[src/rtl/imc_pkg.sv]
// ---------------------------------------------------------------------------
// imc_pkg
// Shared definitions for the IMC result collector:
//   - result tags written into the top nibble of every output-buffer entry
//   - bit offsets of the entry fields
//   - collector FSM state encoding
//   - pack_entry(): builds one 32-bit output-buffer entry
// Entry layout: [31:28] tag, [27:24] column, [23:16] sequence, [15:8] zero,
//               [7:0] data.
// ---------------------------------------------------------------------------
package imc_pkg;

   localparam int ENTRY_W = 32;

   // Result tags
   localparam logic [3:0] TAG_READ    = 4'h1;
   localparam logic [3:0] TAG_MAC     = 4'h2;
   localparam logic [3:0] TAG_TIMEOUT = 4'hF;

   // Entry field offsets (LSB of each field)
   localparam int TAG_LSB  = 28;
   localparam int COL_LSB  = 24;
   localparam int SEQ_LSB  = 16;
   localparam int DATA_LSB = 0;

   // Collector FSM states
   localparam logic [1:0] ST_IDLE      = 2'd0;
   localparam logic [1:0] ST_READ_WAIT = 2'd1;
   localparam logic [1:0] ST_READ_CAP  = 2'd2;
   localparam logic [1:0] ST_MAC_WAIT  = 2'd3;

   function automatic logic [ENTRY_W-1:0] pack_entry(
      input logic [3:0] tag,
      input logic [3:0] col,
      input logic [7:0] seq,
      input logic [7:0] data
   );
      logic [ENTRY_W-1:0] e;
      e                      = '0;
      e[TAG_LSB  +: 4]       = tag;
      e[COL_LSB  +: 4]       = col;
      e[SEQ_LSB  +: 8]       = seq;
      e[DATA_LSB +: 8]       = data;
      return e;
   endfunction

endpackage

[src/rtl/result_fifo.sv]
// ---------------------------------------------------------------------------
// result_fifo
// Synchronous FIFO with a registered read port and count-based flags.
// A pop loads the head entry into rd_data_o on the same edge, so the popped
// word is visible the cycle after rd_en_i. A write while full is accepted only
// if a pop happens on the same edge; otherwise it is dropped and drop_o is
// raised for that cycle.
// Ports:
//   clk, rst     clock, asynchronous active-high reset
//   wr_en_i      write request
//   wr_data_i    write word
//   rd_en_i      pop request (ignored when empty)
//   rd_data_o    last popped word (0 after reset)
//   empty_o      count == 0
//   full_o       count == 2**ADDR_SIZE
//   drop_o       write request rejected because the FIFO is full
// ---------------------------------------------------------------------------
module result_fifo #(
   parameter int DATA_WIDTH = 32,
   parameter int ADDR_SIZE  = 4
) (
   input  logic                  clk,
   input  logic                  rst,
   input  logic                  wr_en_i,
   input  logic [DATA_WIDTH-1:0] wr_data_i,
   input  logic                  rd_en_i,
   output logic [DATA_WIDTH-1:0] rd_data_o,
   output logic                  empty_o,
   output logic                  full_o,
   output logic                  drop_o
);

   localparam int DEPTH = 2 ** ADDR_SIZE;

   logic [DATA_WIDTH-1:0] mem_q [DEPTH];
   logic [ADDR_SIZE-1:0]  wr_ptr_q;
   logic [ADDR_SIZE-1:0]  rd_ptr_q;
   logic [ADDR_SIZE:0]    count_q;
   logic [DATA_WIDTH-1:0] rd_data_q;
   logic                  do_wr;
   logic                  do_rd;

   assign empty_o   = (count_q == '0);
   assign full_o    = (count_q == (ADDR_SIZE + 1)'(DEPTH));
   assign do_rd     = rd_en_i & ~empty_o;
   // A pop on the same edge frees the slot the write needs.
   assign do_wr     = wr_en_i & (~full_o | do_rd);
   assign drop_o    = wr_en_i & ~do_wr;
   assign rd_data_o = rd_data_q;

   // NOTE: state registers use non-blocking assignments so every flop samples
   // the pre-edge values regardless of statement order.
   always_ff @(posedge clk or posedge rst) begin
      if (rst) begin
         wr_ptr_q  <= '0;
         rd_ptr_q  <= '0;
         count_q   <= '0;
         rd_data_q <= '0;
      end else begin
         if (do_wr) begin
            wr_ptr_q <= wr_ptr_q + 1'b1;
         end
         if (do_rd) begin
            rd_ptr_q  <= rd_ptr_q + 1'b1;
            rd_data_q <= mem_q[rd_ptr_q];
         end
         case ({do_wr, do_rd})
            2'b10:   count_q <= count_q + 1'b1;
            2'b01:   count_q <= count_q - 1'b1;
            default: count_q <= count_q;
         endcase
      end
   end

   // NOTE: the storage array has no reset; pointers and count define which
   // words are valid, so resetting it would only cost area and routing.
   always_ff @(posedge clk) begin
      if (do_wr) begin
         mem_q[wr_ptr_q] <= wr_data_i;
      end
   end

endmodule

[src/rtl/imc_result_collector.sv]
// ---------------------------------------------------------------------------
// imc_result_collector
// Return path of the IMC array controller. Waits for the sense result of each
// READ / MAC issued by the decoder, tags it with op type, column and sequence
// number, and queues it in an output buffer drained by the wishbone host.
// Columns below the midpoint are served by CSA1/ADC1, the upper half by
// CSA2/ADC2; the other channel is ignored. A wait longer than TIMEOUT cycles
// queues a TIMEOUT entry for the current column and moves on.
// Ports:
//   clk, rst                      clock, asynchronous active-high reset
//   op_start, op_is_mac           op-issue strobe and its type (1 = MAC)
//   op_col_start, op_col_end      READ column / MAC first and last column
//   SAEN_CSA1, SAEN_CSA2          sense-amp enables
//   csa1_out, csa2_out            latched CSA decisions
//   adc1_valid/data, adc2_valid/data  ADC conversion strobes and codes
//   wishbone_rd_en_output_buffer  host pop request
//   clear_err                     clears the sticky error flags
//   wishbone_databus_out          last popped entry (registered)
//   wishbone_empty_output_buffer  buffer empty
//   wishbone_full_output_buffer   buffer full
//   busy                          FSM not idle
//   overflow_err                  sticky: entry dropped on a full buffer
//   protocol_err                  sticky: op_start while busy or bad MAC range
// ---------------------------------------------------------------------------
module imc_result_collector
   import imc_pkg::*;
#(
   parameter int DATA_WIDTH   = 32,
   parameter int ADC_BITS     = 8,
   parameter int ARRAY_DEPTH  = 4,
   parameter int ADDR_SIZE_OB = 4,
   parameter int TIMEOUT      = 15
) (
   input  logic                   clk,
   input  logic                   rst,
   input  logic                   op_start,
   input  logic                   op_is_mac,
   input  logic [ARRAY_DEPTH-1:0] op_col_start,
   input  logic [ARRAY_DEPTH-1:0] op_col_end,
   input  logic                   SAEN_CSA1,
   input  logic                   SAEN_CSA2,
   input  logic                   csa1_out,
   input  logic                   csa2_out,
   input  logic                   adc1_valid,
   input  logic                   adc2_valid,
   input  logic [ADC_BITS-1:0]    adc1_data,
   input  logic [ADC_BITS-1:0]    adc2_data,
   input  logic                   wishbone_rd_en_output_buffer,
   input  logic                   clear_err,
   output logic [DATA_WIDTH-1:0]  wishbone_databus_out,
   output logic                   wishbone_empty_output_buffer,
   output logic                   wishbone_full_output_buffer,
   output logic                   busy,
   output logic                   overflow_err,
   output logic                   protocol_err
);

   localparam int TMO_W = $clog2(TIMEOUT + 1);
   // First column served by the second channel.
   localparam logic [ARRAY_DEPTH-1:0] CH2_COL = ARRAY_DEPTH'(2 ** (ARRAY_DEPTH - 1));

   logic [1:0]             state_q, state_d;
   logic [ARRAY_DEPTH-1:0] col_q, col_d;
   logic [ARRAY_DEPTH-1:0] end_q, end_d;
   logic [7:0]             seq_q, seq_d;
   logic [TMO_W-1:0]       tmo_q, tmo_d;
   logic                   push_q, push_d;
   logic [DATA_WIDTH-1:0]  push_data_q, push_data_d;
   logic                   overflow_err_q;
   logic                   protocol_err_q;
   logic                   protocol_set;
   logic                   fifo_drop;

   // Channel routing for the column currently being served.
   logic                   use_ch2;
   logic                   saen_sel;
   logic                   csa_sel;
   logic                   adc_valid_sel;
   logic [ADC_BITS-1:0]    adc_data_sel;
   logic                   tmo_hit;

   assign use_ch2       = (col_q >= CH2_COL);
   assign saen_sel      = use_ch2 ? SAEN_CSA2  : SAEN_CSA1;
   assign csa_sel       = use_ch2 ? csa2_out   : csa1_out;
   assign adc_valid_sel = use_ch2 ? adc2_valid : adc1_valid;
   assign adc_data_sel  = use_ch2 ? adc2_data  : adc1_data;
   // The counter restarts at 0 on entry; the TIMEOUT-th waiting edge fires.
   assign tmo_hit       = (tmo_q == TMO_W'(TIMEOUT - 1));

   // NOTE: every signal driven here gets a default first, so no path leaves a
   // value unassigned and no latch is inferred.
   always_comb begin
      state_d      = state_q;
      col_d        = col_q;
      end_d        = end_q;
      seq_d        = seq_q;
      tmo_d        = tmo_q + 1'b1;
      push_d       = 1'b0;
      push_data_d  = push_data_q;
      protocol_set = 1'b0;

      case (state_q)
         ST_IDLE: begin
            tmo_d = '0;
            if (op_start) begin
               col_d = op_col_start;
               end_d = op_col_end;
               seq_d = '0;
               if (!op_is_mac) begin
                  state_d = ST_READ_WAIT;
               end else if (op_col_end >= op_col_start) begin
                  state_d = ST_MAC_WAIT;
               end else begin
                  protocol_set = 1'b1;
               end
            end
         end

         ST_READ_WAIT: begin
            if (saen_sel) begin
               state_d = ST_READ_CAP;
               tmo_d   = '0;
            end else if (tmo_hit) begin
               push_d      = 1'b1;
               push_data_d = DATA_WIDTH'(pack_entry(TAG_TIMEOUT, 4'(col_q), seq_q, 8'h00));
               state_d     = ST_IDLE;
               tmo_d       = '0;
            end
         end

         // CSA decision is sampled one cycle after the enable was seen.
         ST_READ_CAP: begin
            push_d      = 1'b1;
            push_data_d = DATA_WIDTH'(pack_entry(TAG_READ, 4'(col_q), seq_q, {7'b0, csa_sel}));
            state_d     = ST_IDLE;
            tmo_d       = '0;
         end

         ST_MAC_WAIT: begin
            if (adc_valid_sel || tmo_hit) begin
               push_d      = 1'b1;
               push_data_d = adc_valid_sel
                  ? DATA_WIDTH'(pack_entry(TAG_MAC, 4'(col_q), seq_q, 8'(adc_data_sel)))
                  : DATA_WIDTH'(pack_entry(TAG_TIMEOUT, 4'(col_q), seq_q, 8'h00));
               tmo_d       = '0;
               seq_d       = seq_q + 1'b1;
               if (col_q == end_q) begin
                  state_d = ST_IDLE;
               end else begin
                  col_d = col_q + 1'b1;
               end
            end
         end

         default: begin
            state_d = ST_IDLE;
         end
      endcase

      // A new op while one is in flight is rejected; the current op is untouched.
      if (op_start && (state_q != ST_IDLE)) begin
         protocol_set = 1'b1;
      end
   end

   always_ff @(posedge clk or posedge rst) begin
      if (rst) begin
         state_q        <= ST_IDLE;
         col_q          <= '0;
         end_q          <= '0;
         seq_q          <= '0;
         tmo_q          <= '0;
         push_q         <= 1'b0;
         push_data_q    <= '0;
         overflow_err_q <= 1'b0;
         protocol_err_q <= 1'b0;
      end else begin
         state_q     <= state_d;
         col_q       <= col_d;
         end_q       <= end_d;
         seq_q       <= seq_d;
         tmo_q       <= tmo_d;
         push_q      <= push_d;
         push_data_q <= push_data_d;

         // A new error outranks a simultaneous clear.
         if (fifo_drop) begin
            overflow_err_q <= 1'b1;
         end else if (clear_err) begin
            overflow_err_q <= 1'b0;
         end

         if (protocol_set) begin
            protocol_err_q <= 1'b1;
         end else if (clear_err) begin
            protocol_err_q <= 1'b0;
         end
      end
   end

   // The packed entry is registered once before the write, so it becomes
   // visible to the host one cycle after the capture edge.
   result_fifo #(
      .DATA_WIDTH (DATA_WIDTH),
      .ADDR_SIZE  (ADDR_SIZE_OB)
   ) u_result_fifo (
      .clk       (clk),
      .rst       (rst),
      .wr_en_i   (push_q),
      .wr_data_i (push_data_q),
      .rd_en_i   (wishbone_rd_en_output_buffer),
      .rd_data_o (wishbone_databus_out),
      .empty_o   (wishbone_empty_output_buffer),
      .full_o    (wishbone_full_output_buffer),
      .drop_o    (fifo_drop)
   );

   assign busy         = (state_q != ST_IDLE);
   assign overflow_err = overflow_err_q;
   assign protocol_err = protocol_err_q;

endmodule

[config.mk]
export PLATFORM = sky130hd
export DESIGN_NAME = imc_result_collector
export DESIGN_NICKNAME = d
export VERILOG_FILES = /design/src/rtl/imc_pkg.sv /design/src/rtl/result_fifo.sv /design/src/rtl/imc_result_collector.sv
export SDC_FILE = /design/constraint.sdc
export NUM_CORES = 1
export LEC_CHECK = 0
export CAP_MARGIN = 20
export CORE_AREA = 10 10 184 186
export DETAILED_ROUTE_END_ITERATION = 6
export DIE_AREA = 0 0 194 196
export PLACE_DENSITY = 0.78
export SYNTH_ARGS = -nofsm -noshare
export SYNTH_HDL_FRONTEND = slang
export SYNTH_SLANG_ARGS = --single-unit
export TNS_END_PERCENT = 5
[constraint.sdc]
create_clock -name clk -period 4.4 [get_ports clk]
set_clock_uncertainty 0.05 [all_clocks]
set_input_delay 1.1 -clock clk [delete_from_list [all_inputs] [get_ports clk]]
set_output_delay 1.1 -clock clk [all_outputs]
set_load 0.01 [all_outputs]
# Word level (Yosys, flattened, before mapping)
# Memory sizes are Yosys's and may differ from the RTL's. A register that Yosys moved wholly into a read port is not among the register bits.
# Index checks and enable logic that the tools add are counted.
# word_totals
output_inout_bits	37
mem_count	1
regBits	70
ramBits	512
# op_classes
n_lt_le_gt_ge	2
bitwise	7
add_sub_neg	7
n_reduce_logical	16
muxes	43
eq_ne	16
# memory_table
name	words	width	rd	rd_ports_with_merged_regs	wr	line	text
u_result_fifo.mem_q	16	32	1	1	1	result_fifo.sv:35	logic [DATA_WIDTH-1:0] mem_q [DEPTH];
# op_table
op	n
32-bit 2-to-1 mux	4
32-bit case mux with 3 select lines	1
4-bit 2-to-1 mux	6
8-bit 2-to-1 mux	3
4-bit by 1-bit adder with 4-bit output (second input constant)	4
1-bit 2-to-1 mux	16
8-bit case mux with 2 select lines	1
2-bit 2-to-1 mux	7
2-bit inequality test (second input constant)	6
4-bit case mux with 3 select lines	1
5-bit case mux with 2 select lines	1
2-bit nonzero test	5
8-bit by 1-bit adder with 8-bit output (second input constant)	1
2-bit case mux with 4 select lines	1
4-bit case mux with 2 select lines	1
4-bit AND reduction	2
2-bit equality test (second input constant)	3
3-bit inequality test (second input constant)	2
5-bit by 1-bit adder with 5-bit output (second input constant)	1
5-bit equality test (second input constant)	1
5-bit logical NOT	1
5-bit AND reduction	1
5-bit by 1-bit subtractor with 5-bit output (second input constant)	1
2-bit by 1-bit equality test with 1-bit output (second input constant)	2
15 further kinds	19

# Longest topological paths before layout
# depth
depth_word	8
ltp_mapped	13

# Modules after synthesis
# Synthesis repeated with hierarchy kept, for this count alone.
# hier_totals
cells_unflattened	1165
hier_area_um2	23587.6
# by_module_without_submodules
module	area_each_um2	n_inst	cells_each
result_fifo	21229.1	1	947
imc_result_collector	2358.5	1	218

# Worst setup path before layout
# OpenSTA, ideal clock, no wires.
# synth_path
kind	input port to flip-flop
startpoint	in wishbone_rd_en_output_buffer
endpoint	mem u_result_fifo.mem_q[3][0] (enable)
path_stages	4
setup_slack_ns	0.672
arrival_time_ns	3.246
path_cell_list	o21a_1 -> clkbuf_1 -> nand2_1 -> nor3_1
# synth_between
elab_chain_len	5
# synth_lines
item	line	text
start, declared	imc_result_collector.sv:48	input logic wishbone_rd_en_output_buffer,
1-bit bitwise AND	result_fifo.sv:45	assign do_rd = rd_en_i & ~empty_o;
1-bit bitwise OR	result_fifo.sv:47	assign do_wr = wr_en_i & (~full_o | do_rd);
1-bit bitwise AND	result_fifo.sv:47	
1-bit 2-to-1 mux	result_fifo.sv:78	if (do_wr) begin
1-bit 2-to-1 mux (implied by the code)	result_fifo.sv:79	mem_q[wr_ptr_q] <= wr_data_i;
end, declared	result_fifo.sv:35	
# Every way passes these cells.

# Worst setup path after layout
# layout_path
startpoint	reg u_result_fifo.count_q[1]
endpoint	out wishbone_empty_output_buffer
# layout_between
elab_chain_len	1
# layout_lines
item	line	text
start, declared	result_fifo.sv:38	logic [ADDR_SIZE:0] count_q;
start signal, assigned	result_fifo.sv:68	2'b10: count_q <= count_q + 1'b1;
start signal, assigned	result_fifo.sv:69	2'b01: count_q <= count_q - 1'b1;
start signal, assigned	result_fifo.sv:70	default: count_q <= count_q;
5-bit logical NOT	result_fifo.sv:43	assign empty_o = (count_q == '0);
end, declared	imc_result_collector.sv:51	output logic wishbone_empty_output_buffer,
# Every way passes these cells.

==> results.md <==
- Status: complete, no violations
- DRT iter0 DRCs: 801
- PD cells: 643 mW/mm²
- Worst-Margin Slew: 1070 ps
- Final net count: ~1.1k
- HP Class: register to register
- CP max FO: 5
- Dominant cell by count in the synthesized netlist: edfxtp_1
- Setup Buffers After CTS: 0
- Ys Warns: 0
- WL/cell: 26.0 µm
- Crit path launch type: register
- CP bufs+invs: 1
- Register area: 0.0132 mm²
- List of most frequent post-synthesis cells: 368 x edfxtp_1, 93 x mux4_2, 84 x dfrtp_1
- I/O Pins: between 70 and 80
- FF-to-FF End: u_result_fifo.count_q[4]$_DFFE_PP0P_
- Max Clk Rate: between 200 and 300 MHz
- DRC: 0
- Die area: ~0.038 mm²
- Mapped Area: 0.0179 mm²
- Hold Crit Depth: 1
- Setup TNS: 0 ps
- Final hold vios: 0
- RSZ-0062 raised after global routing: false
- Minimum clock period: 3340 ps
- Mean Syn Cell Area: slightly below 20 µm²
- Worst-Skew Late Latency: approximately 540 ps
- Origin of the critical flop-to-flop path: u_result_fifo.count_q[1]$_DFFE_PP0P_
- Area grow syn2layout: 14.7%
- Setup crit end kind: output port
- VDD IR max: approximately 0.38 mV
- CP Data Required Time: 3250 ps
- Met1 usage: between 20% and 30%
- Fin crit share: 75.9%
- Starting density of the core: 59.3%
- Core Box Area: between 0.03 and 0.04 mm²
- TritonCTS Buffers: 44
- Site Rows: 64
- Max Root-Sink Buffers: 3
- Routed via count: 8,995
- All-layer global routing usage: between 20 and 25%
- GRT busiest layer: met2
- Worst-path clk slew: 60 ps
- Syn Inst Count: 934
- CTS tree: built
- Vias in the first global route: roughly 9.5k
- Crit-path leading delay family: simple AND/OR/NAND/NOR gates
- Ys flop type: edfxtp_1
- Synthesis-stage register bit count: 452
- H-tree depth: 2
- FF-to-FF setup slack: 1480 ps
- Max-slew headroom: 29.0%
- Hold Path Sink: u_result_fifo.rd_data_o[29]$_DFFE_PP0P_
- Reg2Reg Depth: 12
- CP Class: register to output port
- First-pass GRT wire length: 58,800 µm
- Met3 usage: slightly above 4%
- Worst EP arrival: 2190 ps
- FFs w/ async S/R, synth: 18.6%
- Area share of the leading cell type in the synthesized netlist: between 60% and 70%
- Post-synthesis sequential area ratio: 73.3%
- Clock root buffer: clkbuf_16
- Fillers: 1,915
- Resize count post-CTS: 0
- Vias/cell: between 6 and 7
- Post-synth EDFFs: ~370
- Netlist cell types: 50
- CTS hold repair buffers: 0
- Die height: a little under 200 µm
- Worst Setup SP: u_result_fifo.count_q[1]$_DFFE_PP0P_
- Detail Route Antenna Nets: 0
- Overall die width: a little under 200 µm
- Yosys top cell by area: edfxtp_1
- CTS Sinks: ~450
- Max incr delay on CP: 570 ps
- HPWL after detailed placement: between 20,000 and 25,000 µm
- Max-cap violation count: 0
- Total grt overflow: 0
- Hold Crit Start: u_result_fifo.rd_data_o[29]$_DFFE_PP0P_
- Port buffer count: 64
- Layout cells sized above 1: between 20% and 30%
- Final number of setup-violating endpoints: 0
- Slew Limit Fails: 0
- Routability cong.: 0.786
- Largest net degree at the start of global routing: 56
- N_diodes: 0
- Total power: about 0.013 W
- Initial antenna violation count: 0
- Met2 usage in global routing: 32.7%
- Multi-input gate area: 0.00447 mm²
- Aggregate routed wire length: 37,900 µm
- Leak: 7.44 nW
- 1st-pass router iterations: 7
- Critical path cell sequence: or4_4 > nor2_1 > clkdlybuf4s50_1
- Slowest cell on crit path: or4_4
- Ranking of synthesized cells by area: edfxtp_1 62%, dfrtp_1 12%, mux4_2 12%
per-layer routing:
metal	vias to the layer above	wire [µm]
li1	3872	-
met2	345	18700
met1	4711	15500
met3	67	2710
met4	0	926
met5	-	0
cell type report:
class                           count  area share [%]
Timing Repair Buffer               92            4.44
Clock buffer                       55            5.81
Sequential cell                   452            63.9
Clock inverter                     27            1.22
Tap cell                          396            2.41
Inverter                           25           0.468
Multi-Input combinational cell    408            21.7
cell usage in the layout (no fill, tap or decap), types with 7 or more instances in the layout:
| master | instances |
|---|---|
| mux2_2 | 15 |
| nor2_2 | 12 |
| o2bb2ai_1 | 8 |
| mux4_2 | 93 |
| clkbuf_1 | 8 |
| xnor2_1 | 11 |
| edfxtp_1 | 368 |
| nand2_1 | 29 |
| clkbuf_16 | 46 |
| clkdlybuf4s50_1 | 64 |
| nor2_1 | 16 |
| mux2i_1 | 58 |
| ha_1 | 18 |
| o21ai_0 | 16 |
| clkinv_2 | 14 |
| a21o_1 | 24 |
| a21oi_1 | 12 |
| xor2_1 | 9 |
| inv_1 | 23 |
| nand4_1 | 7 |
| conb_1 | 8 |
| buf_4 | 23 |
| o22ai_1 | 23 |
| dfrtp_1 | 81 |
state kept, by name, indices dropped and copies added, names as in the netlist:
signal / cells
end_q: 4
overflow_err: 1
col_q: 4
push_q: 1
push_data_q: 23
u_result_fifo.rd_ptr_q: 4
tmo_q: 4
seq_q: 8
state_q: 2
u_result_fifo.mem_q: 368
u_result_fifo.count_q: 5
u_result_fifo.wr_ptr_q: 4
u_result_fifo.rd_data_o: 23
protocol_err: 1
kinds of logic (layout without fill, tap and decap cells):
group | Yosys count | after routing | synth area share (%)
xor+xnor | 20 | 20 | 0.976
mux | 166 | 166 | 15.9
fa+ha+maj | 19 | 19 | 1.37
flops | 452 | 452 | 73.3
compound gates | 98 | 98 | 3.69
other cells | 1 | 8 | 0.0209
buf+inv | 81 | 199 | 2.19
simple gates | 97 | 97 | 2.59
metrics by stage:
stage	setup slack, ps	utilization (%)	hold slack [ps]	area [µm²]	std cells
floorplan	672	-	420	18000	941
global placement	709	63.2	409	19100	1373
detailed placement	666	63.2	416	19100	1373
global route	977	68.0	449	20600	1455
CTS	1030	68.0	429	20600	1455
finish	1060	68.0	425	20600	1455
report_power, final:
part           leakage (nW)  switching (W)  internal, W
sequential             4.54       0.000913      0.00540
clock                 0.713        0.00156      0.00217
combinational          2.18        0.00153      0.00166
worst max path at each step:
| stage | to | slack (ps) | cells after the start |
|---|---|---|---|
| after floorplan | u_result_fifo.mem_q[3][0]$_DFFE_PP_ | 670 | 4 |
| after global placement | u_result_fifo.count_q[4]$_DFFE_PP0P_ | 710 | 11 |
| after detailed placement | u_result_fifo.count_q[4]$_DFFE_PP0P_ | 670 | 11 |
| after CTS | wishbone_empty_output_buffer | 1030 | 3 |
| after global routing | wishbone_empty_output_buffer | 980 | 3 |
| final | wishbone_empty_output_buffer | 1060 | 3 |
Note: power is estimated with default switching activity, not from simulation.
